**config.mk**
```make
export PLATFORM = sky130hd
export DESIGN_NAME = instr_loader
export DESIGN_NICKNAME = d
export VERILOG_FILES = /design/src/rtl/instr_loader.sv
export SDC_FILE = /design/constraint.sdc
export NUM_CORES = 1
export LEC_CHECK = 0
export CAP_MARGIN = 30
export CORE_ASPECT_RATIO = 0.7
export CORE_UTILIZATION = 57
export DETAILED_ROUTE_END_ITERATION = 10
export PLACE_DENSITY = 0.81
export SYNTH_ARGS = -nofsm -noshare
export SYNTH_HDL_FRONTEND = slang
export SYNTH_SLANG_ARGS = --single-unit
```
**constraint.sdc**
```tcl
create_clock -name clk -period 6.66 [get_ports clk]
set_clock_uncertainty 0.2 [all_clocks]
set_input_delay 0.999 -clock clk [delete_from_list [all_inputs] [get_ports clk]]
set_output_delay 0.999 -clock clk [all_outputs]
set_load 0.005 [all_outputs]
```
**src/rtl/instr_loader.sv**
```systemverilog
// Serial program loader: parses a framed byte stream (16-bit word count,
// big-endian data words, XOR checksum) and writes the words sequentially
// into instruction RAM starting at BASE_ADDR.
module instr_loader #(
  parameter int unsigned DATA_WIDTH = 32,
  parameter int unsigned ADDR_WIDTH = 9,
  parameter int unsigned BASE_ADDR  = 1
) (
  input  logic                  clk,
  input  logic                  reset,
  input  logic                  start,
  input  logic                  byte_valid,
  input  logic [7:0]            byte_data,
  output logic                  wr_en,
  output logic [ADDR_WIDTH-1:0] wr_addr,
  output logic [DATA_WIDTH-1:0] wr_data,
  output logic                  busy,
  output logic                  done,
  output logic                  error
);

  localparam int unsigned CNT_W     = 16;
  localparam int unsigned MAX_WORDS = (32'd1 << ADDR_WIDTH) - BASE_ADDR;

  typedef enum logic [2:0] {
    S_IDLE, S_LEN_HI, S_LEN_LO, S_CHKLEN, S_DATA, S_CHECK, S_DONE, S_ERROR
  } state_e;

  state_e                state_q, state_d;
  logic [CNT_W-1:0]      len_q, len_d;
  logic [CNT_W-1:0]      cnt_q, cnt_d;
  logic [1:0]            idx_q, idx_d;
  logic [7:0]            xor_q, xor_d;
  logic [DATA_WIDTH-1:0] word_q, word_d;
  logic                  wr_en_q, wr_en_d;
  logic [ADDR_WIDTH-1:0] wr_addr_q, wr_addr_d;
  logic [DATA_WIDTH-1:0] wr_data_q, wr_data_d;
  logic                  busy_q, busy_d;
  logic                  done_q, done_d;
  logic                  error_q, error_d;

  logic len_too_big;
  logic last_word;

  assign len_too_big = 32'(len_q) > MAX_WORDS;
  assign last_word   = (cnt_q == len_q - CNT_W'(1));

  // State register
  always_ff @(posedge clk or posedge reset) begin
    if (reset) state_q <= S_IDLE;
    else       state_q <= state_d;
  end

  // Next-state logic
  always_comb begin
    state_d = state_q;
    unique case (state_q)
      S_IDLE, S_DONE, S_ERROR: if (start) state_d = S_LEN_HI;
      S_LEN_HI: if (byte_valid) state_d = S_LEN_LO;
      S_LEN_LO: if (byte_valid) state_d = S_CHKLEN;
      S_CHKLEN: begin
        if (len_too_big)         state_d = S_ERROR;
        else if (len_q == '0)    state_d = S_CHECK;
        else                     state_d = S_DATA;
      end
      S_DATA: if (byte_valid && idx_q == 2'd3 && last_word) state_d = S_CHECK;
      S_CHECK: if (byte_valid) state_d = (byte_data == xor_q) ? S_DONE : S_ERROR;
      default: state_d = S_IDLE;
    endcase
  end

  // Datapath and registered-output next values
  always_comb begin
    len_d     = len_q;
    cnt_d     = cnt_q;
    idx_d     = idx_q;
    xor_d     = xor_q;
    word_d    = word_q;
    wr_en_d   = 1'b0;
    wr_addr_d = wr_addr_q;
    wr_data_d = wr_data_q;
    busy_d    = (state_d == S_LEN_HI) || (state_d == S_LEN_LO) ||
                (state_d == S_CHKLEN) || (state_d == S_DATA) || (state_d == S_CHECK);
    done_d    = (state_d == S_DONE);
    error_d   = (state_d == S_ERROR);
    unique case (state_q)
      S_IDLE, S_DONE, S_ERROR: begin
        if (start) begin
          xor_d = '0;
          cnt_d = '0;
          idx_d = '0;
        end
      end
      S_LEN_HI: begin
        if (byte_valid) begin
          len_d = {byte_data, 8'h00};
          xor_d = xor_q ^ byte_data;
        end
      end
      S_LEN_LO: begin
        if (byte_valid) begin
          len_d = {len_q[CNT_W-1:8], byte_data};
          xor_d = xor_q ^ byte_data;
        end
      end
      S_CHKLEN: idx_d = '0;
      S_DATA: begin
        if (byte_valid) begin
          word_d = {word_q[DATA_WIDTH-9:0], byte_data};
          xor_d  = xor_q ^ byte_data;
          idx_d  = idx_q + 2'd1;
          if (idx_q == 2'd3) begin
            wr_en_d   = 1'b1;
            wr_addr_d = ADDR_WIDTH'(BASE_ADDR) + ADDR_WIDTH'(cnt_q);
            wr_data_d = {word_q[DATA_WIDTH-9:0], byte_data};
            cnt_d     = cnt_q + CNT_W'(1);
          end
        end
      end
      default: ;
    endcase
  end

  // Datapath and output registers
  always_ff @(posedge clk or posedge reset) begin
    if (reset) begin
      len_q     <= '0;
      cnt_q     <= '0;
      idx_q     <= '0;
      xor_q     <= '0;
      word_q    <= '0;
      wr_en_q   <= 1'b0;
      wr_addr_q <= '0;
      wr_data_q <= '0;
      busy_q    <= 1'b0;
      done_q    <= 1'b0;
      error_q   <= 1'b0;
    end else begin
      len_q     <= len_d;
      cnt_q     <= cnt_d;
      idx_q     <= idx_d;
      xor_q     <= xor_d;
      word_q    <= word_d;
      wr_en_q   <= wr_en_d;
      wr_addr_q <= wr_addr_d;
      wr_data_q <= wr_data_d;
      busy_q    <= busy_d;
      done_q    <= done_d;
      error_q   <= error_d;
    end
  end

  assign wr_en   = wr_en_q;
  assign wr_addr = wr_addr_q;
  assign wr_data = wr_data_q;
  assign busy    = busy_q;
  assign done    = done_q;
  assign error   = error_q;

endmodule

```
Word level (Yosys, flattened, before mapping)

Cells that the tools add are included.
Widths: inputs -> output; s select.

Register bits: 114
Input port bits: 12
Output and inout port bits: 45
Logic and storage cells: 89

Add/subtract/negate cells: 4
$lt $le $gt $ge: 1
Eq/ne operators: 23
Muxes and demuxes: 25
Bitwise logic cells: 2
Reductions and logical operators: 21

Operator list:

| kind                  | count |
|---|---|
| $mux 16               | 4 |
| $pmux 16 s2           | 2 |
| $eq 3x3->1 const B    | 8 |
| $mux 8                | 3 |
| $pmux 3 s6            | 1 |
| $add 16x1->16 const B | 1 |
| $eq 16x16->1          | 1 |
| $gt 16x9->1 const B   | 1 |
| $logic_not 16->1      | 1 |
| $pmux 8 s2            | 1 |
| $sub 16x1->16 const B | 1 |
| $mux 3                | 5 |
| $reduce_and 3->1      | 5 |
| $eq 3x2->1 const B    | 4 |
| $ne 2x2->1 const B    | 5 |
| $add 1x9->9 const A   | 1 |
| $eq 8x8->1            | 1 |
| $xor 8x8->8           | 1 |
| $eq 3x1->1 const B    | 2 |
| $mux 2                | 3 |
| $pmux 2 s3            | 1 |
| $reduce_bool 2->1     | 3 |
| $reduce_or 3->1       | 2 |
| $mux 1                | 5 |
| 10 further kinds      | 14 |

Longest topological paths before layout

Gate-level depths: netlist of the first run.

Word-level depth: 10
Mapped depth: 9
Mapped depth without buffers: 8

Least setup slack after synthesis of the first run

OpenSTA, ideal clock, no wires.

Path type: in2reg
Start: input start
End: register xor_q[7]
Arrival time: 2,230 ps
Required time: 6,382 ps
Path slack: 4,152 ps
Cell stages on the path: 8
Path buffers: 2
Cells stage by stage: clkbuf_1 nand2b_1 a21oi_1 a211oi_1 a21oi_1 nand2b_1 clkbuf_1 o2bb2ai_1

Word-level cells in the longest chain between the ends: 2

Ends and longest elaborated chain:

| element                           | line | RTL |
|---|---|---|
| start, declared                   | 11   | `input logic start,` |
| $ne 2x2->1 (no source line)       | n/a  |  |
| $reduce_and 3->1 (no source line) | n/a  |  |
| end signal, assigned              | 142  | `xor_q <= xor_d;` |
| end, declared                     | 33   | `logic [7:0] xor_q, xor_d;` |

No other way between the ends.
A chain may end at the register's enable or synchronous reset.

Worst setup path after layout of the first run

Start: input byte_valid
End: register cnt_q[6]

Word-level cells in the longest chain between the ends: 2

Ends and longest elaborated chain:

| element                           | line | RTL |
|---|---|---|
| start, declared                   | 12   | `input logic byte_valid,` |
| $ne 2x2->1 (no source line)       | n/a  |  |
| $reduce_and 4->1 (no source line) | n/a  |  |
| end signal, assigned              | 140  | `cnt_q <= cnt_d;` |
| end, declared                     | 31   | `logic [CNT_W-1:0] cnt_q, cnt_d;` |

No other way between the ends.

==> qor.yml, run 1 <==
outcome: "finished, final reports clean"
synth_xor_xnor_area_share_pct: 5.15
clk_latency_ns: 0.41
internal-power_mw: 1.63
hpwlAfterDp_mm: 8.43
die_width_um: 121
synthArstFlopShare_pct: 100
ys_ff_latch: 114
io-pin-count: 57
syn_to_final_growth_pct: 21.6
core-area_um2: 9330
finalWorstSetupSlack_ns: 3.07
start_util_pct: 60.2
cp.required_ns: 6.79
core.rowCount: 29
postCtsHoldBufs: 0
setup_viol: 0
whs_ns: 0.269
wire_per_inst_um: 17.9
synth_cell_types: 59
portBuffers: 56
max_slew_margin_pct: 34.1
pwr-share-clk_pct: 36.6
synth_top_family_by_area: "simple AND/OR/NAND/NOR gates"
ir_drop_mv: 0.181
cp-end-kind: "register"
clkSinkCount: 114
holdCritPathClass: "register to register"
critPathTopFamily: "buffers and inverters"
cts_resized: 0
synth_cells: 569
seqPwrFrac_pct: 41.5
viasPerCell: 5.98
cap_violations: 0
finalCritPeriodShare_pct: 54.0
die_area_um2: 10300
grt_start_max_net_pins: 63
htreeDepth: 4
power.density_nw_per_um2: 357
drt-initial-drc-count: 543
synth_compound_area_share_pct: 13.0
pwr-share-comb_pct: 21.9
cp.arrival_ns: 3.72
slowest_stage: "or3_2"
dp_slack_ns: 2.68
tightest_slew_ns: 0.989
drive_gt1_share_pct: 13.7
cp_cell_sequence: "clkdlybuf4s50_1 -> nand3_1 -> or3_2 -> inv_1 -> buf_16 -> a21oi_1 -> o21ai_0"
layout_min_cycle_time_ns: 3.59
grt_use_total_pct: 28.4
overflow: 0
detail-route-antenna-nets: 0
synth_area_um2: 5610
num_antenna_cells: 0
clock_path_buffers: 2
rsz0062_at_grt: "no"
final_nets: 630
placedCellCount: 720
fin_cells: 752
synthMuxAreaShare_pct: 6.82
crit_buf_inv: 3
cts_tree: "built"
drc_errors: 0
yosys.area_share.simple_pct: 20.0
hold_viol: 0
cts.root.buffer_cell: "clkbuf_16"
cts.clk_slew.worst_paths_ns: 0.05
cts_made_buffers: 17
avgSynthCellArea_um2: 9.87
critPathKind: "input pin to register"
synth-edff-count: 0
switching_share_pct: 33.0
synth-seq-area-share_pct: 50.8
grt_pass1_wl_mm: 22.3
synth_nets: 584
ys_warn_count: 0
die_h_um: 85.0
p_sw_uw: 804
drt_wl_total_mm: 13.5
synthAdderAreaFrac_pct: 0.669
static-leakage-power_nw: 3.10
vias: 4498
final_max_slew_viol_count: 0
synth-main-ff-cell: "dfrtp_1"
grt_pass1_vias: 4443
antenna_found_initial: 0
fmax_mhz: 278
cp_max_fo: 56
max_stage_delay_ns: 0.88
gp_congestion: 0.878
start_kind: "input pin"
cts_setup_buffers: 0
r2r_slack_ns: 3.31
firstDrtPassIters: 5
setup_tns_ns: 0
path summary, 6_finish.rpt:
check,startpoint,endpoint,depth (start not counted)
setup reg to reg,state_q[1],cnt_q[6],5
hold / removal,word_q[22],wr_data[30],2
setup / recovery,byte_valid,cnt_q[6],7
max in group asynchronous,reset,wr_data[0],3
min in group asynchronous,reset,wr_addr[0],2
hold reg to reg,word_q[22],wr_data[30],2
logic make-up (layout without fill, tap and decap cells):
kind of cell               Yosys count  in the layout
DFF                                114            114
and+or+nand+nor                    233            233
AOI/OAI and AO/OA                  108            108
xor gates and xnor gates            33             33
buffers and inverters               44            103
adders and majority gates            3              3
muxes                               34             34
synth_stat cells (all sizes together) (4+ instances only):
| master | n | area (um^2) |
|---|---|---|
| inv | 11 | 41.3 |
| o2bb2ai | 8 | 70.1 |
| xnor2 | 19 | 166 |
| buf | 14 | 85.1 |
| and3 | 4 | 25.0 |
| mux2 | 34 | 383 |
| nand2b | 19 | 119 |
| o21ai | 37 | 185 |
| or3 | 7 | 48.8 |
| a21oi | 18 | 93.8 |
| clkbuf | 19 | 72.6 |
| a22o | 14 | 123 |
| nand2 | 128 | 480 |
| nand3 | 12 | 60.1 |
| nor2 | 30 | 115 |
| nor4 | 9 | 92.6 |
| a21o | 6 | 45.0 |
| xor2 | 14 | 123 |
| nor3 | 7 | 35.0 |
| dfrtp | 114 | 2850 |
cell type report:
cell class	count	area, um^2
flip-flops and latches	114	2850
multi-input cells	411	2560
fillers	628	2500
repair buffers	60	631
clock buffers	17	425
clock inverters	15	158
well taps	124	155
inverters	11	43.8
worst register-to-register path: stages (launching register included):
cell and delay, ns:
dfrtp_1 0.99, or3_2 0.92, inv_1 0.56, buf_16 0.32
a21oi_1 0.14, o21ai_0 0.08
placed cells by master, fill, tap and decap left out, types with 4 or more instances in the layout:
cell and instances:
xnor2_1 19, and3_1 4, mux2_2 34, xor2_1 14, o21ai_0 33, dfrtp_1 114, nand2b_1 19, nor3_1 7
a21oi_1 17, inv_1 10, nand3_1 12, a21o_1 6, clkbuf_16 17, nor4_1 6, nand2_1 128, nor2_1 29
a22o_1 14, or3_1 5, clkdlybuf4s50_1 56, o21ai_1 4, clkinvlp_4 4, o2bb2ai_1 8
sequential cells by signal, summed over array words and instances, names as in the netlist:
signal,cells
wr_data,32
word_q,24
cnt_q,16
len_q,16
wr_addr,9
xor_q,8
state_q,3
idx_q,2
busy,1
done,1
error,1
wr_en,1
through the flow:
step | util (%) | total power, mW | instance area (um^2)
2_1_floorplan | - | 1.39 | 5610
3_3_place_gp | 66.4 | 1.49 | 6190
3_5_place_dp | 67.0 | 1.53 | 6250
4_1_cts | 73.2 | 2.43 | 6830
5_1_grt | 73.2 | 2.56 | 6830
6_report | 73.2 | 2.44 | 6830
power by group through the flow:
stage                     clock network (mW)  registers, mW  logic (mW)
after floorplan                            0          0.903       0.483
after global placement                     0           1.00       0.490
after detailed placement                   0           1.01       0.519
after CTS                              0.900           1.00       0.530
after global routing                   0.933           1.04       0.588
final                                  0.893           1.01       0.532
per-layer routing:
metal	part of all wire (%)	GRT usage [%]	up-vias
li1	-	-	2067
met1	45	38.7	2240
met2	48	45.2	175
met3	6.4	6.05	16
met4	1.4	10.3	0
met5	0	0	-
Power figures use the tool's default switching activity.
==> run 2, diff against run 1 <==
CORE_UTILIZATION = 51   (was 57)
PLACE_DENSITY = 0.77   (was 0.81)
clock period = 2.95 ns   (was 6.66 ns; I/O delays follow)
==> run 2 against run 1 <==
Net effect: clock-buffer cell count grew 2; critical path depth grew 1; core utilization shrank 6.8 points; sequential power grew 120%; sequential cell count is the same; worst hold slack lost 0.0018 ns; first-iteration DRC count shrank 28%; sequential share of layout area shrank 0.90 points; die area grew 12%; critical path type is now register to register; largest power group unchanged.
==> qor.yml, run 2 (synthesis results as in run 1) <==
crit_end: "error"  # was cnt_q[6]
holdCritPathClass: "register to register"  # unchanged
max_slew_margin_pct: 54.1  # was 34.1%
firstDrtPassIters: 5  # unchanged
cts_resized: 0  # unchanged
drt-initial-drc-count: 392  # was 543
core-area_um2: 10500  # was 9330 um^2
die_h_um: 89.8  # was 85.0 um
cp_max_fo: 7  # was 56
drive_gt1_share_pct: 15.7  # was 13.7%
start_kind: "register"  # was input pin
final-seq-area_um2: 2850  # unchanged
cp_num_cells: 8  # was 7
setup_viol: 0  # unchanged
r2r_end: "error"  # was cnt_q[6]
r2r_slack_ns: 0.31  # was 3.31 ns
power.density_nw_per_um2: 803  # was 357 nW/um^2
portBuffers: 56  # unchanged
outcome: "finished, final reports clean"  # unchanged
gp_congestion: 0.898  # was 0.878
rsz0062_at_grt: "no"  # unchanged
drt_wl_total_mm: 13.2  # was 13.5 mm
tightest_slew_ns: 0.688  # was 0.989 ns
cts.root.buffer_cell: "clkbuf_16"  # unchanged
antenna_found_initial: 0  # unchanged
drc_errors: 0  # unchanged
cp-end-kind: "register"  # unchanged
largest_reg_flops: 32  # unchanged
cp.arrival_ns: 2.73  # was 3.72 ns
syn_to_final_growth_pct: 24.3  # was 21.6%
grt_pass1_vias: 4388  # was 4443
start_util_pct: 53.4  # was 60.2%
max_stage_delay_ns: 0.55  # was 0.88 ns
critPathKind: "register to register"  # was input pin to register
cts_setup_buffers: 0  # unchanged
grt_use_total_pct: 25.2  # was 28.4%
layout_common_cells: "128 x nand2_1, 114 x dfrtp_1, 56 x clkdlybuf4s50_1"  # unchanged
r2r-start: "len_q[0]"  # was state_q[1]
hold_viol: 0  # unchanged
dp_slack_ns: 0.247  # was 2.68 ns
fillers: 837  # was 628
die_width_um: 127  # was 121 um
cp.required_ns: 3.05  # was 6.79 ns
placedCellCount: 761  # was 720
static-leakage-power_nw: 3.17  # was 3.10 nW
htreeDepth: 4  # unchanged
layout_commonest_cell: "nand2_1"  # unchanged
postCtsHoldBufs: 0  # unchanged
final_max_slew_viol_count: 0  # unchanged
overflow: 0  # unchanged
detail-route-antenna-nets: 0  # unchanged
grt_start_max_net_pins: 115  # was 63
grt_pass1_wl_mm: 22.3  # about the same
clk_latency_ns: 0.41  # about the same
slowest_stage: "or4b_4"  # was or3_2
num_antenna_cells: 0  # unchanged
cts_tree: "built"  # unchanged
cts_made_buffers: 17  # unchanged
multi_input_area_um2: 2560  # unchanged
cap_violations: 0  # unchanged
wire_per_inst_um: 16.6  # was 17.9 um
fmax_mhz: 379
finalWorstSetupSlack_ns: 0.315  # was 3.07 ns
setup_tns_ns: 0  # unchanged
fin_cells: 792  # was 752
worst_r2r_path_depth: 8  # was 5
layout_min_cycle_time_ns: 2.64
cp_cell_sequence: "inv_1 -> ha_1 -> or4b_4 -> nor4_4 -> a21oi_1 -> a21oi_2 -> nor3_1 -> a2111oi_2"  # was clkdlybuf4s50_1 -> nand3_1 -> or3_2 -> inv_1 -> buf_16 -> a21oi_1 -> o21ai_0
viasPerCell: 5.56  # was 5.98
core.rowCount: 31  # was 29
startpoint: "len_q[0]"  # was byte_valid
crit_buf_inv: 1  # was 3
clock_path_buffers: 2  # unchanged
final_nets: 647  # was 630
die_area_um2: 11400  # was 10300 um^2
clkSinkCount: 114  # unchanged
finalCritPeriodShare_pct: 89.3
critPathTopFamily: "simple AND/OR/NAND/NOR gates"  # was buffers and inverters
vias: 4404  # was 4498
cts.clk_slew.worst_paths_ns: 0.06  # was 0.05 ns
ir_drop_mv: 0.477  # was 0.181 mV
io-pin-count: 57  # unchanged
hpwlAfterDp_mm: 8.78  # was 8.43 mm
## run 2: cell types whose count changed in the layout (fill, tap and decap cells not counted), sizes merged
cell,previous run,this run
buf,4,21
clkinv,6,3
clkinvlp,4,6
inv,14,11
bufinv,2,3
clkbuf,17,19
## run 2: worst min-delay path: stages, from the launching register on
cell and delay (ns):
dfrtp_1 0.34, nand2_1 0.05, nand2_1 0.05
## run 2: metrics by stage
| stage | hold slack (ns) | util, % | area (um^2) | power [mW] |
|---|---|---|---|---|
| 2_1_floorplan | 0.235 | - | 5620 | 3.13 |
| 3_3_place_gp | 0.248 | 60.7 | 6380 | 3.45 |
| 3_5_place_dp | 0.256 | 60.7 | 6380 | 3.52 |
| 4_1_cts | 0.272 | 66.4 | 6980 | 5.63 |
| 5_1_grt | 0.286 | 66.4 | 6980 | 5.90 |
| 6_report | 0.267 | 66.4 | 6980 | 5.60 |
## run 2: worst min path at each step
stage / from / end / slack [ns] / cells past startpoint
final: word_q[18] / wr_data[26] / 0.27 / 2
after global routing: word_q[18] / wr_data[26] / 0.29 / 2
after CTS: word_q[18] / wr_data[26] / 0.27 / 2
after detailed placement: word_q[16] / wr_data[24] / 0.26 / 2
after global placement: word_q[18] / wr_data[26] / 0.25 / 2
after floorplan: word_q[16] / wr_data[24] / 0.23 / 2
## run 2: routing by layer
layer	track usage (%)	wire, um
met1	35.3	6240
met2	37.6	6000
met3	7.32	834
met4	8.63	112
met5	0	0
## run 2: layout make-up
| class | instances | share of cell area (%) |
|---|---|---|
| Clock buffer | 19 | 6.35 |
| Clock inverter | 12 | 2.28 |
| Inverter | 11 | 0.645 |
| Multi-Input combinational cell | 411 | 36.7 |
| Sequential cell | 114 | 40.9 |
| Tap cell | 148 | 2.65 |
| Timing Repair Buffer | 77 | 10.5 |
## run 2: report_power, final
group          leakage (nW)  switching [mW]  internal, mW
clock network         0.278           0.733          1.35
logic                  1.39           0.692         0.636
registers              1.51           0.349          1.85
total                  3.17            1.77          3.83
==> run 3, diff against run 2 <==
HOLD_SLACK_MARGIN = 0.03   (was unset)
TNS_END_PERCENT = 100   (was unset)
==> results of run 3 <==
The final DEF is identical to that of run 2; final timing and power are the same.
